### config.mk
export PLATFORM = sky130hd
export DESIGN_NAME = mem_bus_sink_flat
export DESIGN_NICKNAME = d
export VERILOG_FILES = /design/src/rtl/mem_bus_sink_if.sv /design/src/rtl/mem_bus_sink.sv /design/src/flat_wrapper.sv
export SDC_FILE = /design/constraint.sdc
export NUM_CORES = 1
export LEC_CHECK = 0
export ABC_AREA = 1
export CORE_MARGIN = 5
export CORE_UTILIZATION = 41
export CTS_BUF_LIST = sky130_fd_sc_hd__clkbuf_8
export DETAILED_ROUTE_END_ITERATION = 7
export GPL_TIMING_DRIVEN = 0
export PLACE_DENSITY = 0.83
export REMOVE_ABC_BUFFERS = 1
export SLEW_MARGIN = 15
export SYNTH_ARGS = -nofsm -noshare
export SYNTH_HDL_FRONTEND = slang
export SYNTH_SLANG_ARGS = --single-unit
### constraint.sdc
create_clock -name Clk -period 1.3 [get_ports Clk]
set_input_delay 0.13 -clock Clk [delete_from_list [all_inputs] [get_ports Clk]]
set_output_delay 0.13 -clock Clk [all_outputs]
set_load 0.02 [all_outputs]
### src/rtl/mem_bus_sink_if.sv
`default_nettype none
// ============================================================================
// Module   : mem_bus_sink_if
// Brief    : Control strobes, datapath bus and SRAM port bundle for mem_bus_sink.
// Revision : 1.0
// ============================================================================
interface mem_bus_sink_if #(
    parameter int ADDR_W = 16
) ();
    logic [15:0]       bus_in;
    logic              LD_MAR;
    logic              LD_MDR;
    logic              MIO_EN;
    logic              rd_req;
    logic              wr_req;
    logic [15:0]       mem_rdata;
    logic              mem_ready;
    logic [ADDR_W-1:0] MAR;
    logic [15:0]       MDR;
    logic [ADDR_W-1:0] mem_addr;
    logic [15:0]       mem_wdata;
    logic              mem_ce_n;
    logic              mem_we_n;
    logic              mem_oe_n;
    logic              busy;
    logic              done;
    logic              err;

    modport slave (
        input  bus_in, LD_MAR, LD_MDR, MIO_EN, rd_req, wr_req, mem_rdata, mem_ready,
        output MAR, MDR, mem_addr, mem_wdata, mem_ce_n, mem_we_n, mem_oe_n, busy, done, err
    );

    modport master (
        output bus_in, LD_MAR, LD_MDR, MIO_EN, rd_req, wr_req, mem_rdata, mem_ready,
        input  MAR, MDR, mem_addr, mem_wdata, mem_ce_n, mem_we_n, mem_oe_n, busy, done, err
    );
endinterface
`default_nettype wire

### src/rtl/mem_bus_sink.sv
`default_nettype none
// ============================================================================
// Module   : mem_bus_sink
// Brief    : LC-3 MAR/MDR capture and SRAM read/write sequencer.
//            Optional wait-state abort enabled by defining MEM_TIMEOUT_EN.
// Revision : 1.0
// ============================================================================
module mem_bus_sink #(
    parameter int ADDR_W   = 16,
    parameter int MIN_WAIT = 2,
    parameter int TIMEOUT  = 64
) (
    input  wire logic     Clk,
    input  wire logic     Reset,
    mem_bus_sink_if.slave bus
);

    typedef enum logic [2:0] {
        S_IDLE    = 3'd0,
        S_RD_WAIT = 3'd1,
        S_RD_CAP  = 3'd2,
        S_WR_WAIT = 3'd3,
        S_WR_END  = 3'd4
    } state_t;

`ifdef MEM_TIMEOUT_EN
    localparam int CNT_MAX = (MIN_WAIT - 1 > TIMEOUT - 2) ? MIN_WAIT - 1 : TIMEOUT - 2;
`else
    localparam int CNT_MAX = MIN_WAIT - 1;
`endif
    localparam int CNT_W = (CNT_MAX < 1) ? 1 : $clog2(CNT_MAX + 1);

    localparam logic [CNT_W-1:0] c_wait_last = CNT_W'(MIN_WAIT - 1);
    localparam logic [CNT_W-1:0] c_cnt_sat   = CNT_W'(CNT_MAX);
    localparam logic [15:0]      c_exc_code  = 16'h003C;
`ifdef MEM_TIMEOUT_EN
    // Abort on the edge where the counter would step onto TIMEOUT-1.
    localparam logic [CNT_W-1:0] c_abort_at  = CNT_W'(TIMEOUT - 2);
`endif

    if (MIN_WAIT < 1) begin : g_bad_min_wait
        $error("mem_bus_sink: MIN_WAIT must be >= 1");
    end
    if (TIMEOUT < 3) begin : g_bad_timeout
        $error("mem_bus_sink: TIMEOUT must be >= 3");
    end

    state_t            state_q, state_d;
    logic [ADDR_W-1:0] mar_q,   mar_d;
    logic [15:0]       mdr_q,   mdr_d;
    logic [CNT_W-1:0]  cnt_q,   cnt_d;
    logic              ce_n_q,  ce_n_d;
    logic              we_n_q,  we_n_d;
    logic              oe_n_q,  oe_n_d;
    logic              busy_q,  busy_d;
    logic              done_q,  done_d;
`ifdef MEM_TIMEOUT_EN
    logic              err_q,   err_d;
`endif

    always_comb begin
        state_d = state_q;
        mar_d   = mar_q;
        mdr_d   = mdr_q;
        cnt_d   = cnt_q;
`ifdef MEM_TIMEOUT_EN
        err_d   = 1'b0;
`endif
        case (state_q)
            S_IDLE: begin
                // Loads land on the same edge the access starts, so it sees them.
                if (bus.LD_MAR) mar_d = bus.bus_in[ADDR_W-1:0];
                if (bus.LD_MDR && !bus.MIO_EN) mdr_d = bus.bus_in;
                if (bus.rd_req)      state_d = S_RD_WAIT;
                else if (bus.wr_req) state_d = S_WR_WAIT;
            end
            S_RD_WAIT, S_WR_WAIT: begin
                if (cnt_q >= c_wait_last && bus.mem_ready) begin
                    if (state_q == S_RD_WAIT) begin
                        state_d = S_RD_CAP;
                        mdr_d   = bus.mem_rdata;
                    end else begin
                        state_d = S_WR_END;
                    end
                end
`ifdef MEM_TIMEOUT_EN
                else if (cnt_q >= c_abort_at) begin
                    state_d = S_IDLE;
                    err_d   = 1'b1;
                    if (state_q == S_RD_WAIT) mdr_d = c_exc_code;
                end
`endif
                else if (cnt_q != c_cnt_sat) begin
                    cnt_d = cnt_q + 1'b1;
                end
            end
            S_RD_CAP, S_WR_END: state_d = S_IDLE;
            default:            state_d = S_IDLE;
        endcase

        if (state_d == S_IDLE) cnt_d = '0;

        // Strobes are decoded from the next state and registered.
        ce_n_d = !(state_d == S_RD_WAIT || state_d == S_WR_WAIT);
        oe_n_d = (state_d != S_RD_WAIT);
        we_n_d = (state_d != S_WR_WAIT);
        busy_d = (state_d != S_IDLE);
        done_d = (state_d == S_RD_CAP || state_d == S_WR_END);
    end

    always_ff @(posedge Clk) begin
        if (!Reset) begin
            state_q <= S_IDLE;
            mar_q   <= '0;
            mdr_q   <= '0;
            cnt_q   <= '0;
            ce_n_q  <= 1'b1;
            we_n_q  <= 1'b1;
            oe_n_q  <= 1'b1;
            busy_q  <= 1'b0;
            done_q  <= 1'b0;
`ifdef MEM_TIMEOUT_EN
            err_q   <= 1'b0;
`endif
        end else begin
            state_q <= state_d;
            mar_q   <= mar_d;
            mdr_q   <= mdr_d;
            cnt_q   <= cnt_d;
            ce_n_q  <= ce_n_d;
            we_n_q  <= we_n_d;
            oe_n_q  <= oe_n_d;
            busy_q  <= busy_d;
            done_q  <= done_d;
`ifdef MEM_TIMEOUT_EN
            err_q   <= err_d;
`endif
        end
    end

    assign bus.MAR       = mar_q;
    assign bus.mem_addr  = mar_q;
    assign bus.MDR       = mdr_q;
    assign bus.mem_wdata = mdr_q;
    assign bus.mem_ce_n  = ce_n_q;
    assign bus.mem_we_n  = we_n_q;
    assign bus.mem_oe_n  = oe_n_q;
    assign bus.busy      = busy_q;
    assign bus.done      = done_q;
`ifdef MEM_TIMEOUT_EN
    assign bus.err       = err_q;
`else
    assign bus.err       = 1'b0;
`endif

endmodule
`default_nettype wire
### src/flat_wrapper.sv
// flat-port wrapper written by rule: the top's interface ports become plain ports
module mem_bus_sink_flat 
#(
    parameter int ADDR_W   = 16,
    parameter int MIN_WAIT = 2,
    parameter int TIMEOUT  = 64
)
  (Clk, Reset, bus_bus_in, bus_LD_MAR, bus_LD_MDR, bus_MIO_EN, bus_rd_req, bus_wr_req, bus_mem_rdata, bus_mem_ready, bus_MAR, bus_MDR, bus_mem_addr, bus_mem_wdata, bus_mem_ce_n, bus_mem_we_n, bus_mem_oe_n, bus_busy, bus_done, bus_err);
  mem_bus_sink_if #(.ADDR_W(ADDR_W)) bus_i ();
  input  wire logic Clk;
  input  wire logic Reset;
  input wire logic [$bits(bus_i.bus_in)-1:0] bus_bus_in;
  input wire logic [$bits(bus_i.LD_MAR)-1:0] bus_LD_MAR;
  input wire logic [$bits(bus_i.LD_MDR)-1:0] bus_LD_MDR;
  input wire logic [$bits(bus_i.MIO_EN)-1:0] bus_MIO_EN;
  input wire logic [$bits(bus_i.rd_req)-1:0] bus_rd_req;
  input wire logic [$bits(bus_i.wr_req)-1:0] bus_wr_req;
  input wire logic [$bits(bus_i.mem_rdata)-1:0] bus_mem_rdata;
  input wire logic [$bits(bus_i.mem_ready)-1:0] bus_mem_ready;
  output wire logic [$bits(bus_i.MAR)-1:0] bus_MAR;
  output wire logic [$bits(bus_i.MDR)-1:0] bus_MDR;
  output wire logic [$bits(bus_i.mem_addr)-1:0] bus_mem_addr;
  output wire logic [$bits(bus_i.mem_wdata)-1:0] bus_mem_wdata;
  output wire logic [$bits(bus_i.mem_ce_n)-1:0] bus_mem_ce_n;
  output wire logic [$bits(bus_i.mem_we_n)-1:0] bus_mem_we_n;
  output wire logic [$bits(bus_i.mem_oe_n)-1:0] bus_mem_oe_n;
  output wire logic [$bits(bus_i.busy)-1:0] bus_busy;
  output wire logic [$bits(bus_i.done)-1:0] bus_done;
  output wire logic [$bits(bus_i.err)-1:0] bus_err;
  assign bus_i.bus_in = bus_bus_in;
  assign bus_i.LD_MAR = bus_LD_MAR;
  assign bus_i.LD_MDR = bus_LD_MDR;
  assign bus_i.MIO_EN = bus_MIO_EN;
  assign bus_i.rd_req = bus_rd_req;
  assign bus_i.wr_req = bus_wr_req;
  assign bus_i.mem_rdata = bus_mem_rdata;
  assign bus_i.mem_ready = bus_mem_ready;
  assign bus_MAR = bus_i.MAR;
  assign bus_MDR = bus_i.MDR;
  assign bus_mem_addr = bus_i.mem_addr;
  assign bus_mem_wdata = bus_i.mem_wdata;
  assign bus_mem_ce_n = bus_i.mem_ce_n;
  assign bus_mem_we_n = bus_i.mem_we_n;
  assign bus_mem_oe_n = bus_i.mem_oe_n;
  assign bus_busy = bus_i.busy;
  assign bus_done = bus_i.done;
  assign bus_err = bus_i.err;
  mem_bus_sink #(.ADDR_W(ADDR_W), .MIN_WAIT(MIN_WAIT), .TIMEOUT(TIMEOUT)) u_core (.Clk(Clk), .Reset(Reset), .bus(bus_i));
endmodule
==> impl_metrics.py <==
metrics = {
    "outcome": {
        "status": "finished with violations",
        "violations": "negative setup slack",
    },
    "route": {
        "wirelength_um": 7578,
        "wl_per_cell_um": 16.19,
        "drtAntennaViolNets": 0,
        "drcViolationCount": 0,
        "drt_first_iter_violations": 135,
        "vias": 2287,
        "first_pass_iters": 4,
        "vias_per_cell": 4.887,
    },
    "grt": {
        "grt_pass1_wl_um": 11260,
        "grt_start_max_net_pins": 20,
        "antenna_found_initial": 0,
        "first_global_vias": 2215,
        "gr-total-overflow": 0,
        "grt_usage": 0.2228,
    },
    "worst_setup_path": {
        "cp_max_fo": 8,
        "r2r-end": "u_core.bus.MDR[5]",
        "cp.arrival_ns": 1.52,
        "crit_path_end_kind": "flip-flop",
        "reg2regPathDepth": 7,
        "worst-setup-path-type": "flip-flop to flip-flop",
        "r2r_start": "u_core.state_q[1]",
        "r2r_slack_ns": -0.03,
        "startpoint_type": "flip-flop",
        "critPathRequiredTime_ns": 1.49,
    },
    "logic_synthesis": {
        "synth.distinct_cells": 20,
        "synth_top_cell_by_area": "dfxtp_1",
        "synthSimpleGateAreaFrac": 0.3225,
        "synth.area.top_cells": "dfxtp_1 (39%), nand2_1 (16%), buf_4 (12%)",
        "netlist_area_um2": 2118,
        "synth-compound-area-share": 0.08447,
        "synth_top_family_by_area": "simple AND/OR/NAND/NOR gates",
        "yosysWarnings": 0,
        "muxShareOfSynthArea": 0,
        "synthCells": 306,
        "synth_adder_area_share": 0,
        "synth_seq_area_share": 0.3875,
        "synth_seq_cells": 41,
        "avgSynthCellArea_um2": 6.922,
        "yosysTopAreaCellShare": 0.3875,
        "synth-xor-area-share": 0,
    },
    "floorplanning": {
        "io_pins": 110,
        "die_w_um": 81.88,
        "rows": 26,
        "start_util": 0.4174,
        "core_um2": 5075,
        "dieArea_um2": 6704,
        "die_h_um": 81.88,
    },
    "sta": {
        "hold_violations": 0,
        "setup_slack_ns": -0.02850,
        "fin_crit_ns": 1.329,
        "period_share": 1.022,
        "finalClockSkew_ns": 0.01295,
        "setup_viol": 10,
        "hold_slack_ns": 0.4125,
        "slew_viol_final": 0,
        "relSlewSlack": 0.4536,
        "rsz0062_at_grt": "yes",
        "clock.fmax_ghz": 0.7527,
        "worst_slew_pin_slew_ns": 0.8197,
    },
    "final_layout": {
        "diodes": 0,
        "drive_above_1_share": 0.1859,
        "num-nets-final": 437,
        "final_common_cell": "nand2_1",
        "final_core_util": 0.6721,
        "mostFrequentLayoutCells": "nand2_1 (86), dlygate4sd2_1 (70), dfxtp_1 (37)",
        "synthToLayoutAreaGrowth_pct": 61.02,
    },
    "place": {
        "dpl.hpwl_um": 4521,
        "dp_slack_ns": -1.112,
        "portBuffers": 108,
        "gp_congestion": 0.8370,
    },
    "clock_tree": {
        "clk_latency_ns": 0.30,
        "cts_buffers": 5,
        "cts_root_buf": "clkbuf_8",
        "cts.sinks": 41,
        "cts.reportedPaths.clkPinSlew_ns": 0.09,
        "htreeDepth": 2,
        "clk_path_buf_depth": 2,
        "cts_tree": "built",
    },
    "run": {
        "drv_cap": 0,
    },
    "hold_path": {
        "hold_start": "Reset",
        "min_path_type": "input port to flip-flop",
        "whs_endpoint": "u_core.bus.MDR[11]",
        "min_path_cells": 3,
    },
    "pwr": {
        "leakage_uw": 0.001772,
        "powerDensity_nw_per_um2": 1187,
        "ir_worst_vdd_uv": 730.1,
    },
}
## what timing repair did
| item | 4_1_cts | 5_1_grt |
|---|---|---|
| resized for setup | 93 | 27 |
| endpoints found under the setup margin | 110 | 34 |
| setup buffers | 15 | 4 |
| pin swaps | 6 | 8 |
| cloned | 5 | 1 |
| hold buffers | 0 | 0 |
## worst max-delay path, stage by stage, from the launching register on
cell	delay, ns
dfxtp_4	0.38
inv_4	0.07
nand2_4	0.07
nor2_8	0.14
buf_12	0.15
nand3_4	0.17
a21oi_1	0.18
nor2_1	0.06
## kinds of logic (layout without fill, tap and decap cells)
family                 after synthesis  in the layout
AOI/OAI and AO/OA                   35             35
DFF                                 41             41
other                                1              1
and+or+nand+nor                    155            161
buffers and inverters               74            160
## state kept, by name, summed over array words and instances, names as in the netlist
name / count
u_core.bus.MAR: 16
u_core.bus.MDR: 16
u_core.bus.busy: 1
u_core.bus.done: 1
u_core.bus.mem_ce_n: 1
u_core.bus.mem_oe_n: 1
u_core.bus.mem_we_n: 1
u_core.cnt_q: 1
u_core.state_q: 3
## cell type report
class / instances / area (µm²)
Multi-Input combinational cell: 197 / 1097
Fill cell: 428 / 1664
Tap cell: 70 / 87.58
Clock buffer: 5 / 68.82
Sequential cell: 41 / 833.3
Inverter: 25 / 102.6
Timing Repair Buffer: 127 / 1156
Clock inverter: 3 / 65.06
## per-stage QoR
stage	power (µW)	setup TNS [ns]	std cells	instance area, µm²
after CTS	3963	0	463	3257
final	4049	-0.1282	468	3411
after global routing	4230	-1.077	468	3411
after floorplan	2075	-3.603	257	1780
after detailed placement	2695	-32.11	435	2949
after global placement	2670	-31.36	435	2949
## synthesized netlist by cell type, drive strengths merged
master	number
nor2	23
nand2	92
a21oi	35
nand4	1
dfxtp	41
clkbuf	4
clkinv	1
conb	1
inv	24
buf	45
nand3	39
## how the worst max path moves through the flow
stage | from | endpoint | cells after the start
after floorplan | u_core.state_q[2] | u_core.bus.MDR[0] | 6
after global placement | Reset | u_core.bus.mem_oe_n | 4
after detailed placement | Reset | u_core.bus.mem_oe_n | 4
after CTS | u_core.state_q[1] | u_core.bus.MDR[3] | 8
after global routing | u_core.state_q[0] | u_core.bus.MDR[0] | 6
final | u_core.state_q[1] | u_core.bus.MDR[5] | 7
## metal layers
layer,global-route usage,wire (µm),vias to the layer above
met5,0,0,-
met4,0.08472,211,0
met3,0.04386,484,17
met2,0.3885,4052,97
met1,0.2682,2830,1049
li1,-,-,1124
## report_power, final
part	internal [µW]	leakage [µW]	switching [µW]
clock	763	0.0000681	467
combinational	558	0.00136	802
sequential	1370	0.000339	89.6
(Power assumes the default switching activity.)
